File: src/rtl/bpc_pkg.sv
// Shared constants and types for the bit-plane compression ZRLE stage:
// block geometry, prefix-code lengths and prefixes, and the encoder FSM states.
package bpc_pkg;

    localparam int SYM_PER_BLK  = 16;
    localparam int BEAT_PER_BLK = 8;
    localparam int BLK_BITS     = 512;
    localparam int ACC_W        = 130;
    localparam int CODE_W       = 66;

    // The reserved 2-bit header 2'b00 occupies the first bits of every block.
    localparam logic [7:0] HDR_BITS = 8'd2;

    localparam logic [6:0] LEN_ZERO  = 7'd6;
    localparam logic [6:0] LEN_W0    = 7'd22;
    localparam logic [6:0] LEN_ONE   = 7'd21;
    localparam logic [6:0] LEN_TWO   = 7'd36;
    localparam logic [6:0] LEN_THREE = 7'd52;
    localparam logic [6:0] LEN_FOUR  = 7'd66;

    localparam logic [5:0] PFX_ZERO  = 6'b000000;
    localparam logic [5:0] PFX_W0    = 6'b000001;
    localparam logic [4:0] PFX_W1    = 5'b00001;
    localparam logic [4:0] PFX_W2    = 5'b00010;
    localparam logic [4:0] PFX_W3    = 5'b00011;
    localparam logic [3:0] PFX_W1W0  = 4'b0010;
    localparam logic [3:0] PFX_W2W0  = 4'b0011;
    localparam logic [3:0] PFX_W3W0  = 4'b0100;
    localparam logic [3:0] PFX_W2W1  = 4'b0101;
    localparam logic [3:0] PFX_W3W1  = 4'b0110;
    localparam logic [3:0] PFX_W3W2  = 4'b0111;
    localparam logic [3:0] PFX_NO_W3 = 4'b1000;
    localparam logic [3:0] PFX_NO_W2 = 4'b1001;
    localparam logic [3:0] PFX_NO_W1 = 4'b1010;
    localparam logic [3:0] PFX_NO_W0 = 4'b1011;
    localparam logic [1:0] PFX_FOUR  = 2'b11;

    typedef enum logic [1:0] {
        ST_IDLE  = 2'd0,
        ST_RUN   = 2'd1,
        ST_FLUSH = 2'd2
    } state_e;

endpackage

File: src/rtl/zrle_code_gen.sv
// Combinational ZRLE code generator: one 64-bit symbol to a left-aligned
// prefix code (prefix followed by the nonzero 16-bit words, high to low).
module zrle_code_gen
    import bpc_pkg::*;
(
    input  logic [63:0]       data_i,
    output logic [CODE_W-1:0] code_o,
    output logic [6:0]        len_o
);

    logic [15:0] w3, w2, w1, w0;
    logic [3:0]  nz;

    assign w3 = data_i[63:48];
    assign w2 = data_i[47:32];
    assign w1 = data_i[31:16];
    assign w0 = data_i[15:0];
    assign nz = {|w3, |w2, |w1, |w0};

    // NOTE: both outputs get a default first so no path through the case infers a latch.
    always_comb begin
        code_o = '0;
        len_o  = LEN_ZERO;
        case (nz)
            4'b0000: begin code_o = {PFX_ZERO, 60'd0};              len_o = LEN_ZERO;  end
            4'b0001: begin code_o = {PFX_W0, w0, 44'd0};            len_o = LEN_W0;    end
            4'b0010: begin code_o = {PFX_W1, w1, 45'd0};            len_o = LEN_ONE;   end
            4'b0100: begin code_o = {PFX_W2, w2, 45'd0};            len_o = LEN_ONE;   end
            4'b1000: begin code_o = {PFX_W3, w3, 45'd0};            len_o = LEN_ONE;   end
            4'b0011: begin code_o = {PFX_W1W0, w1, w0, 30'd0};      len_o = LEN_TWO;   end
            4'b0101: begin code_o = {PFX_W2W0, w2, w0, 30'd0};      len_o = LEN_TWO;   end
            4'b1001: begin code_o = {PFX_W3W0, w3, w0, 30'd0};      len_o = LEN_TWO;   end
            4'b0110: begin code_o = {PFX_W2W1, w2, w1, 30'd0};      len_o = LEN_TWO;   end
            4'b1010: begin code_o = {PFX_W3W1, w3, w1, 30'd0};      len_o = LEN_TWO;   end
            4'b1100: begin code_o = {PFX_W3W2, w3, w2, 30'd0};      len_o = LEN_TWO;   end
            4'b0111: begin code_o = {PFX_NO_W3, w2, w1, w0, 14'd0}; len_o = LEN_THREE; end
            4'b1011: begin code_o = {PFX_NO_W2, w3, w1, w0, 14'd0}; len_o = LEN_THREE; end
            4'b1101: begin code_o = {PFX_NO_W1, w3, w2, w0, 14'd0}; len_o = LEN_THREE; end
            4'b1110: begin code_o = {PFX_NO_W0, w3, w2, w1, 14'd0}; len_o = LEN_THREE; end
            default: begin code_o = {PFX_FOUR, data_i};             len_o = LEN_FOUR;  end
        endcase
    end

endmodule

File: src/rtl/zrle_comp.sv
// ZRLE encoder: packs 16 prefix-coded symbols per block MSB-first into
// exactly 8 64-bit beats behind a 2-bit header, dropping codes that overflow.
module zrle_comp
    import bpc_pkg::*;
(
    input  logic        clk,
    input  logic        rst_n,
    input  logic        valid_i,
    input  logic [63:0] data_i,
    input  logic        sop_i,
    input  logic        eop_i,
    output logic        ready_o,
    output logic        valid_o,
    output logic [63:0] data_o,
    output logic        sop_o,
    output logic        eop_o,
    output logic        ovf_o,
    input  logic        ready_i
);

    state_e             state_q, state_d;
    logic [ACC_W-1:0]   acc_q, acc_d, acc_pp;
    logic [7:0]         fill_q, fill_d, fill_pp;
    logic [9:0]         blk_bits_q, blk_bits_d;
    logic [3:0]         sym_cnt_q, sym_cnt_d;
    logic [3:0]         beat_cnt_q, beat_cnt_d;
    logic               ovf_q, ovf_d;
    logic [CODE_W-1:0]  code;
    logic [6:0]         len;
    logic [10:0]        bits_after;
    logic               pop, accept, drop;
    logic               unused_framing;

    // Framing follows sym_cnt; the markers are only checked by the environment.
    assign unused_framing = sop_i ^ eop_i;

    zrle_code_gen u_code_gen (
        .data_i (data_i),
        .code_o (code),
        .len_o  (len)
    );

    assign valid_o    = (state_q == ST_RUN && fill_q >= 8'd64) || state_q == ST_FLUSH;
    assign pop        = valid_o & ready_i;
    assign fill_pp    = !pop ? fill_q : (fill_q >= 8'd64) ? fill_q - 8'd64 : 8'd0;
    assign acc_pp     = pop ? acc_q << 64 : acc_q;
    assign ready_o    = (state_q == ST_RUN) && (fill_pp < 8'd64);
    assign accept     = valid_i & ready_o;
    assign bits_after = {1'b0, blk_bits_q} + {4'd0, len};
    assign drop       = ovf_q || (bits_after > 11'(BLK_BITS));

    assign data_o = acc_q[ACC_W-1 -: 64];
    assign sop_o  = valid_o && beat_cnt_q == 4'd0;
    assign eop_o  = valid_o && beat_cnt_q == 4'(BEAT_PER_BLK - 1);
    assign ovf_o  = eop_o && ovf_q;

    always_comb begin
        state_d    = state_q;
        acc_d      = acc_pp;
        fill_d     = fill_pp;
        blk_bits_d = blk_bits_q;
        sym_cnt_d  = sym_cnt_q;
        beat_cnt_d = beat_cnt_q + {3'd0, pop};
        ovf_d      = ovf_q;
        case (state_q)
            ST_IDLE: begin
                acc_d      = '0;
                fill_d     = HDR_BITS;
                blk_bits_d = {2'd0, HDR_BITS};
                sym_cnt_d  = '0;
                beat_cnt_d = '0;
                ovf_d      = 1'b0;
                state_d    = ST_RUN;
            end
            ST_RUN: begin
                if (accept) begin
                    sym_cnt_d = sym_cnt_q + 4'd1;
                    if (drop) begin
                        ovf_d = 1'b1;
                    end else begin
                        // Append after any pop of this cycle, at the post-pop fill.
                        acc_d      = acc_pp | ({code, 64'd0} >> fill_pp);
                        fill_d     = fill_pp + {1'b0, len};
                        blk_bits_d = bits_after[9:0];
                    end
                    if (sym_cnt_q == 4'(SYM_PER_BLK - 1)) begin
                        state_d = (beat_cnt_d == 4'(BEAT_PER_BLK)) ? ST_IDLE : ST_FLUSH;
                    end
                end
            end
            ST_FLUSH: begin
                if (pop && beat_cnt_q == 4'(BEAT_PER_BLK - 1)) begin
                    state_d = ST_IDLE;
                end
            end
            default: state_d = ST_IDLE;
        endcase
    end

    // NOTE: non-blocking assignments here so every flop samples the pre-edge values.
    always_ff @(posedge clk or negedge rst_n) begin
        if (!rst_n) begin
            state_q    <= ST_IDLE;
            acc_q      <= '0;
            fill_q     <= HDR_BITS;
            blk_bits_q <= {2'd0, HDR_BITS};
            sym_cnt_q  <= '0;
            beat_cnt_q <= '0;
            ovf_q      <= 1'b0;
        end else begin
            state_q    <= state_d;
            acc_q      <= acc_d;
            fill_q     <= fill_d;
            blk_bits_q <= blk_bits_d;
            sym_cnt_q  <= sym_cnt_d;
            beat_cnt_q <= beat_cnt_d;
            ovf_q      <= ovf_d;
        end
    end

endmodule

File: config.mk
export PLATFORM = sky130hd
export DESIGN_NAME = zrle_comp
export DESIGN_NICKNAME = d
export VERILOG_FILES = /design/src/rtl/bpc_pkg.sv /design/src/rtl/zrle_code_gen.sv /design/src/rtl/zrle_comp.sv
export SDC_FILE = /design/constraint.sdc
export NUM_CORES = 1
export LEC_CHECK = 0
export BUFFER_PORTS_ARGS = -buffer_cell sky130_fd_sc_hd__clkbuf_2
export CORE_MARGIN = 5
export CORE_UTILIZATION = 28
export CTS_CLUSTER_SIZE = 8
export DETAILED_ROUTE_END_ITERATION = 10
export SLEW_MARGIN = 25
export SYNTH_ARGS = -nofsm -noshare
export SYNTH_HDL_FRONTEND = slang
export SYNTH_SLANG_ARGS = --single-unit
File: constraint.sdc
create_clock -name clk -period 11.6 [get_ports clk]
set_input_delay 1.16 -clock clk [delete_from_list [all_inputs] [get_ports clk]]
set_output_delay 1.16 -clock clk [all_outputs]
set_load 0.02 [all_outputs]
## After elaboration in Yosys (flattened, before gate mapping)

Index checks and enable logic that the tools add are counted.

| storage, ports and cells | value |
|---|---|
| register bits | 159 |
| input bits | 70 |
| output and inout port bits | 69 |

| operators by class | value |
|---|---|
| add/sub/neg operators | 5 |
| $lt $le $gt $ge | 3 |
| equality and inequality tests | 24 |
| shift-type cells | 1 |
| muxes and demuxes | 25 |
| bitwise logic cells | 3 |
| reduce and logical (&&, ||, !) cells | 23 |

Operator list:

| kind | count |
|---|---|
| case mux 66 bit (15 select lines) | 1 |
| two-way mux 130 bit | 3 |
| case mux 130 bit (2 select lines) | 1 |
| bitwise OR 130 bit | 1 |
| right shift 130 x 8 -> 130 bit | 1 |
| OR reduction 16 bit | 4 |
| == test 4 bit (second input constant) | 9 |
| case mux 7 bit (5 select lines) | 1 |
| two-way mux 8 bit | 4 |
| == test 4 x 3 -> 1 bit (second input constant) | 5 |
| two-way mux 10 bit | 2 |
| case mux 10 bit (2 select lines) | 1 |
| case mux 8 bit (2 select lines) | 1 |
| adder 10 x 7 -> 11 bit | 1 |
| > comparator 11 x 10 -> 1 bit (second input constant) | 1 |
| AND reduction 3 bit | 3 |
| adder 8 x 7 -> 8 bit | 1 |
| == test 4 x 2 -> 1 bit (second input constant) | 2 |
| >= comparator 8 x 7 -> 1 bit (second input constant) | 1 |
| zero test 4 bit | 2 |
| < comparator 8 x 7 -> 1 bit (second input constant) | 1 |
| two-way mux 2 bit | 4 |
| two-way mux 4 bit | 2 |
| case mux 4 bit (2 select lines) | 1 |
| 20 further kinds | 31 |

## Longest topological paths before layout

Gate-level depths: netlist (run 1).

| depth | value |
|---|---|
| depth in word-level cells | 10 |
| gate-level depth with buffers | 24 |
| mapped depth without buffers | 19 |

## Hierarchy

Synthesis (run 1) repeated with hierarchy kept, for this count alone.

| unflattened totals | value |
|---|---|
| cells, all modules | 2424 |
| area total of the unflattened synthesis | 17795.8 sq um |

By module, submodules not included:

| module | times used | cells each | area each (sq um) | seq. area each (sq um) |
|---|---|---|---|---|
| zrle_comp | 1 | 2043 | 15351.0 | 3981.3 |
| zrle_code_gen | 1 | 381 | 2444.8 | 0.0 |

## Worst setup path before layout (run 1)

No wires, ideal clock.

| path | value |
|---|---|
| path type | input-to-reg |
| from | input data_i[18] |
| to | register acc_q[59] |
| setup time | 0.092 ns |
| arrival time | 6.705 ns |
| data required time | 11.508 ns |
| path slack | 4.802 ns |
| cell stages on the path | 22 |
| cells stage by stage | buf_2 > or4_4 > nor4_4 > a21oi_2 > nand2_1 > buf_2 > buf_2 > buf_1 > o21ai_0 > fa_1 > a21oi_1 > o21bai_1 > a21oi_1 > o21ai_0 > o21bai_1 > o21bai_1 > a2111oi_0 > nand2_1 > nor2_1 > clkbuf_1 > o211ai_1 > o211ai_1 |

| on the way | value |
|---|---|
| longest elaborated chain between the ends | 10 |
| elaborated cells between the ends (all ways) | 29 |
| classes of those cells | add/sub (1); order compare (1); eq/ne (14); shift (1); mux (5); bitwise (1); reduce/logical (6) |

RTL lines:

| element | RTL line | RTL |
|---|---|---|
| from (decl) | zrle_comp.sv:9 | `input logic [63:0] data_i,` |
| OR reduction 16 bit | zrle_code_gen.sv:18 | `assign nz = {\|w3, \|w2, \|w1, \|w0};` |
| == test 4 x 2 -> 1 bit (tied with other cells) | zrle_code_gen.sv:24 | `case (nz)` |
| OR reduction 6 bit (no line) (tied with other cells) | -- |  |
| case mux 7 bit (5 select lines) | zrle_code_gen.sv:24 |  |
| adder 10 x 7 -> 11 bit | zrle_comp.sv:49 | `assign bits_after = {1'b0, blk_bits_q} + {4'd0, len};` |
| > comparator 11 x 10 -> 1 bit | zrle_comp.sv:50 | `assign drop = ovf_q \|\| (bits_after > 11'(BLK_BITS));` |
| logical OR 1 bit | zrle_comp.sv:50 |  |
| two-way mux 130 bit * | zrle_comp.sv:78 | `if (drop) begin` |
| two-way mux 130 bit * | zrle_comp.sv:76 | `if (accept) begin` |
| case mux 130 bit (2 select lines) * | zrle_comp.sv:65 | `case (state_q)` |
| named net acc_d[59] | zrle_comp.sv:22 | `logic [ACC_W-1:0] acc_q, acc_d, acc_pp;` |
| to (signal assigned) | zrle_comp.sv:104 | `acc_q <= '0;` |
| to (signal assigned) | zrle_comp.sv:112 | `acc_q <= acc_d;` |
| to (decl) | zrle_comp.sv:22 |  |

The timed path passes the listed nets; every way through them passes the cells marked *.
A chain may end at the register's enable or synchronous reset.

## Worst setup path after layout (run 1)

| path | value |
|---|---|
| from | input data_i[17] |
| to | register acc_q[8] |

The elaborated chain is that of the path after synthesis.

==> results of run 1 <==
==> synthesized netlist by cell type, drive strengths merged, types with 7 or more instances <==
library cell	count
nand2	288
nor2	237
a21oi	184
o21ai	161
clkbuf	158
dfrtp	157
buf	117
mux2i	100
nand3	73
a31oi	66
nor3	61
a22oi	51
a211oi	49
o22ai	44
o211ai	36
inv	34
a221oi	28
nor4	19
or3	19
a22o	18
nand4	17
o221ai	17
o31ai	17
mux2	16
o21a	16
a21o	15
and3	15
ha	15
and2	14
o22a	14
o32ai	14
xnor2	14
a32oi	13
o311ai	12
a2111oi	11
a221o	11
nand2b	9
a222oi	8
o2bb2ai	8
or2	8
a2bb2oi	7
a32o	7
==> stage by stage <==
step	worst slack (ns)	instance area (µm²)	power (mW)	hold slack, ns
after global placement	3.12	17100	3.67	0.457
after floorplan	4.80	16300	2.82	0.438
after CTS	3.50	17700	4.31	0.494
after detailed placement	3.04	17100	3.70	0.480
after global routing	2.94	17700	4.61	0.513
final	3.14	17700	4.40	0.485
==> logic make-up (layout without fill, tap and decap cells) <==
family                   Yosys count  count (layout)  share of synthesized area, %
AO/OA/AOI/OAI                    850             850                          35.1
XOR/XNOR                          18              18                         0.967
adder cells (fa/ha/maj)           19              19                          1.52
buffers and inverters            310             246                          8.90
flip-flops                       159             159                          24.4
multiplexers                     120             120                          7.79
AND/OR/NAND/NOR                  780             780                          21.3
==> flip-flops by register name, indices dropped and copies added (netlist names) <==
register and flops:
fill_q 8, state_q 2, beat_cnt_q 4, acc_q 130, ovf_q 1, blk_bits_q 10, sym_cnt_q 4
==> final cells by class <==
cell class / count / area share (%)
inverter: 35 / 0.750
tap: 765 / 5.42
sequential: 159 / 22.5
clock inverter: 12 / 0.913
clock buffer: 19 / 2.51
timing repair buffer: 180 / 5.78
multi-input combinational: 1787 / 62.1
==> worst max-delay path, delay by kind of cell <==
family                   cells  cell delay [ns]
AO/OA/AOI/OAI               10             2.56
buffers and inverters        3             0.83
adder cells (fa/ha/maj)      1             0.60
AND/OR/NAND/NOR              7             3.65
==> routing by layer <==
layer	track usage (%)	part of all wire [%]	vias up
li1	-	-	8282
met1	30.1	38	9223
met2	38.8	46	1335
met3	4.81	9.7	319
met4	12.9	6.7	4
met5	0	0.034	-
==> power breakdown <==
part	total [mW]	switching [mW]	internal [mW]	leakage [nW]
sequential	0.929	0.175	0.754	2.09
combinational	2.87	1.99	0.881	4.78
clock	0.593	0.248	0.345	0.286
total	4.40	2.42	1.98	7.15
==> worst paths after layout <==
check	start	end	slack (ns)
max in group asynchronous	rst_n	blk_bits_q[7]	9.63
setup reg to reg	state_q[1]	acc_q[56]	6.01
hold / removal	acc_q[37]	acc_q[37]	0.48
hold reg to reg	acc_q[37]	acc_q[37]	0.48
setup / recovery	data_i[17]	acc_q[8]	3.14
min in group asynchronous	rst_n	acc_q[85]	0.79
==> reports/qor.yml, run 1 <==
drt:
  vias_per_cell: 6.48
  first_pass_iters: 9
  final_antenna_net_count: 0
  drt-initial-drc-count: 2946
  finalWirelength_um: 79800
  routedWlPerCell_um: 27.0
  vias: 19200
  drc: 0
synth:
  ys_ff_latch: 159
  yosysUniqueCellTypes: 88
  synth_top_area_share_pct: 24.1
  synth.area.top_cells: "dfrtp_1, nand2_1, mux2i_1"
  avgSynthCellArea_um2: 7.23
  synth-edff-count: 0
  synth_top_cell_by_area: "dfrtp_1"
  synth_ff_type: "dfrtp_1"
  syn_inst: 2256
  synthArstFlopShare_pct: 100
  synth_nets: 2343
  syn-cell-area_um2: 16300
  seq_area_frac_synth_pct: 24.4
  yosysWarnings: 0
cts:
  cts_root_buf: "clkbuf_16"
  cts_buffer_depth: 2
  clk_pin_slew_ns: 0.07
  clkLatencyLatePin_ns: 0.46
  holdBufCountCts: 0
  cts_resized: 0
  htree_levels: 4
  clock-sinks: 159
  cts_made_buffers: 17
  post_cts_buffers: 0
  cts_tree: "built"
final_layout:
  fill_cells: 6227
  fin_nets: 2267
  seqCellArea_um2: 3980
  stdcell_count: 2957
  layout_commonest_cell: "nand2_1"
  syn2layout_area_growth_pct: 8.35
  multi_input_area_um2: 11000
  final_cell_mix: "nand2_1, nor2_1, a21oi_1"
  drive_gt1_share_pct: 12.6
  utilization_pct: 30.6
  antenna_cells: 0
worst_setup_path:
  slowest_delay_ns: 0.87
  worst_ep_arrival_time_ns: 8.83
  crit_path_frequent_cell: "o21bai_1"
  reg2regPathDepth: 13
  crit_chain: "clkbuf_2 > or4_4 > nor4_4 > a21oi_2 > nand2_1 > o21ai_0 > fa_1 > a21oi_1 > o21bai_1 > a21oi_1 > o21ai_0 > o21bai_1 > o21bai_1 > a2111o_1 > buf_4 > nor2_2 > buf_4 > nand2_1 > nor2_1 > a22oi_1 > nor2_1"
  worst_ep_required_time_ns: 11.97
  startpoint_type: "input port"
  path_max_fanout: 25
  cp_slowest_cell: "nor2_2"
  criticalPathCategory: "input port to register"
  endpoint_kind: "register"
global_routing:
  grt_antenna_before_repair: 2
  grt_max_degree: 89
  grt_usage_pct: 24.0
  grt-ovfl-total: 0
  grt_pass1_vias: 18200
  grt_pass1_wl_um: 119000
placement:
  placedCellCount: 2926
  dpl.hpwl_um: 56700
  gp_congestion: 1.01
  portBuffers: 136
flow_run:
  max_cap_viol_count: 0
power_and_ir_drop:
  vdd_drop_max_mv: 0.143
  powerDensity_nw_per_um2: 249
  p_leak_nw: 7.15
timing:
  hold_violations: 0
  final.min_clock_period_ns: 8.46
  rsz0062_at_grt: "no"
  worstMarginPinSlew_ns: 1.18
  setup_viol: 0
  drv_slew: 0
  fin_skew_ns: 0.0220
  fmax_mhz: 118
  tns_ns: 0
  relSlewSlack_pct: 20.5
  fin_crit_sh_pct: 72.9
outcome:
  status: "finished clean"
die:
  initial_core_util_pct: 28.3
  fp-row-count: 88
  core_area_um2: 57700
  top_level_ports: 139
  dieArea_um2: 63200
  die_h_um: 251
  chipWidth_um: 251
worst_hold_path:
  min_path_type: "register to register"
  min_path_cells: 2
(Power assumes the default switching activity.)
==> inputs of run 2 (changes only) <==
- clock period: 11.6 -> 7.7 ns (I/O delays scaled with it)
==> run 2 against run 1 <==
Sequential share of layout area down 0.27 points. First-iteration DRC count down 6.9%. Clock skew down 0.011 ns. Critical path depth down 2. Critical endpoint is now acc_q[73]. Cell count up 0.74%. Flip-flop and latch count unchanged.
==> reports/qor.yml, run 2 (same netlist as run 1, synthesis figures left out) <==
global_routing:
  grt_antenna_before_repair: 2  # unchanged
  grt_pass1_vias: 18400  # +0.65%
  grt_pass1_wl_um: 123000  # +3.1%
  grt_max_degree: 88  # -1.1%
  grt-ovfl-total: 0  # unchanged
  grt_usage_pct: 25.0  # +1.0 points
timing:
  relSlewSlack_pct: 19.5  # -1.0 points
  fmax_mhz: 155
  tns_ns: 0  # unchanged
  fin_skew_ns: 0.0110  # -0.0110 ns
  setup_viol: 0  # unchanged
  worstMarginPinSlew_ns: 1.20  # +0.0178 ns
  rsz0062_at_grt: "no"
  fin_crit_sh_pct: 83.9
  drv_slew: 0  # unchanged
  hold_violations: 0  # unchanged
  final.min_clock_period_ns: 6.46
final_layout:
  largest_reg_flops: 130  # unchanged
  final_cell_mix: "nand2_1, nor2_1, a21oi_1"
  antenna_cells: 0  # unchanged
  reg_top3: "acc_q (130), blk_bits_q (10), fill_q (8)"
  drive_gt1_share_pct: 13.6  # +0.96 points
  fin_nets: 2289  # +0.97%
  regMostFlops: "acc_q"
  stdcell_count: 2979  # +0.74%
  syn2layout_area_growth_pct: 9.65
  layout_commonest_cell: "nand2_1"
  stdcell_area_um2: 17900  # +1.2%
die:
  dieArea_um2: 63200  # unchanged
  chipWidth_um: 251  # unchanged
  die_h_um: 251  # unchanged
  core_area_um2: 57700  # unchanged
  initial_core_util_pct: 28.3  # unchanged
  fp-row-count: 88  # unchanged
  top_level_ports: 139  # unchanged
drt:
  routedWlPerCell_um: 27.8  # +3.0%
  finalWirelength_um: 82900  # +3.8%
  first_pass_iters: 7  # -2
  vias_per_cell: 6.45  # -0.40%
  final_antenna_net_count: 0  # unchanged
  drc: 0  # unchanged
  vias: 19200  # +0.34%
  drt-initial-drc-count: 2744  # -6.9%
placement:
  place_area_um2: 17200  # +0.94%
  portBuffers: 136  # unchanged
  dpl.hpwl_um: 59900  # +5.7%
  placedCellCount: 2948  # +0.75%
  gp_congestion: 0.991  # -2.3%
cts:
  cts_root_buf: "clkbuf_16"
  clk_pin_slew_ns: 0.07  # about the same
  cts_made_buffers: 17  # unchanged
  clkLatencyLatePin_ns: 0.45  # about the same
  cts_resized: 0  # unchanged
  htree_levels: 4  # unchanged
  post_cts_buffers: 0  # unchanged
  cts_tree: "built"
  holdBufCountCts: 0  # unchanged
  cts_buffer_depth: 2  # unchanged
  clock-sinks: 159  # unchanged
flow_run:
  max_cap_viol_count: 0  # unchanged
power_and_ir_drop:
  powerDensity_nw_per_um2: 376  # +51%
  p_total_mw: 6.73  # +53%
  p_leak_nw: 7.29  # +1.9%
  vdd_drop_max_mv: 0.238  # +66%
worst_hold_path:
  min_path_type: "input port to async pin"
worst_setup_path:
  criticalPathCategory: "input port to register"
  worstSetupPathDepth: 19  # -9.5%
  path_max_fanout: 13  # -48%
  startpoint_type: "input port"
  endpoint_kind: "register"
  cp_slowest_cell: "o21ai_0"
  worst_ep_arrival_time_ns: 6.82  # -2.01 ns
  ff2ff_setup_slack_ns: 1.79  # -4.22 ns
  worst_ep_required_time_ns: 8.06  # -3.91 ns
  cpLargestDelayFamily: "simple AND/OR/NAND/NOR gates"
  slowest_delay_ns: 0.73  # -0.14 ns
  reg2regPathDepth: 12  # -1
  path_buf_inv: 2  # -1
  crit_chain: "clkbuf_2 > or4_4 > or4_4 > o21ai_0 > nand2_1 > xnor2_1 > ha_1 > nand2_1 > o21bai_1 > a21oi_1 > o21ai_0 > o21bai_1 > o21bai_1 > a2111o_1 > nor2_2 > buf_4 > nand2_1 > or3_1 > a31oi_1"
outcome:
  status: "finished clean"
run 2: through the flow:
step / hold WS [ns] / setup WS (ns) / util [%]
2_1_floorplan: 0.438 / 1.29 / -
3_3_place_gp: 0.460 / 0.988 / 29.8
3_5_place_dp: 0.479 / 0.902 / 29.9
4_1_cts: 0.450 / 1.36 / 31.0
5_1_grt: 0.493 / 0.895 / 31.0
6_report: 0.418 / 1.24 / 31.0
run 2: path summary, 6_finish.rpt:
check,startpoint,to
worst max-delay path,data_i[17],acc_q[73]
worst min-delay path,rst_n,acc_q[128]
worst max register to register,state_q[1],acc_q[56]
worst min register to register,acc_q[24],acc_q[24]
max in group asynchronous,rst_n,acc_q[45]
min in group clk,acc_q[24],acc_q[24]
run 2: metal layers:
layer	routed length, µm	part of all wire (%)	vias up	global-route usage (%)
li1	-	-	8335	-
met1	32600	39	9460	32.2
met2	37500	45	1152	39.4
met3	7570	9.1	277	5.40
met4	5190	6.3	4	13.0
met5	31	0.037	-	0
run 2: report_power, final:
group	internal [mW]	leakage, nW	total (mW)	switching, mW
combinational	1.34	4.89	4.39	3.05
sequential	1.14	2.09	1.39	0.255
clock	0.574	0.301	0.951	0.377
total	3.05	7.29	6.73	3.68
run 2: cell type report:
class	count	area, µm²
Fill cell	6241	39800
Multi-Input combinational cell	1787	11000
Timing Repair Buffer	202	1200
Clock inverter	14	216
Inverter	35	133
Clock buffer	17	425
Tap cell	765	957
Sequential cell	159	3980
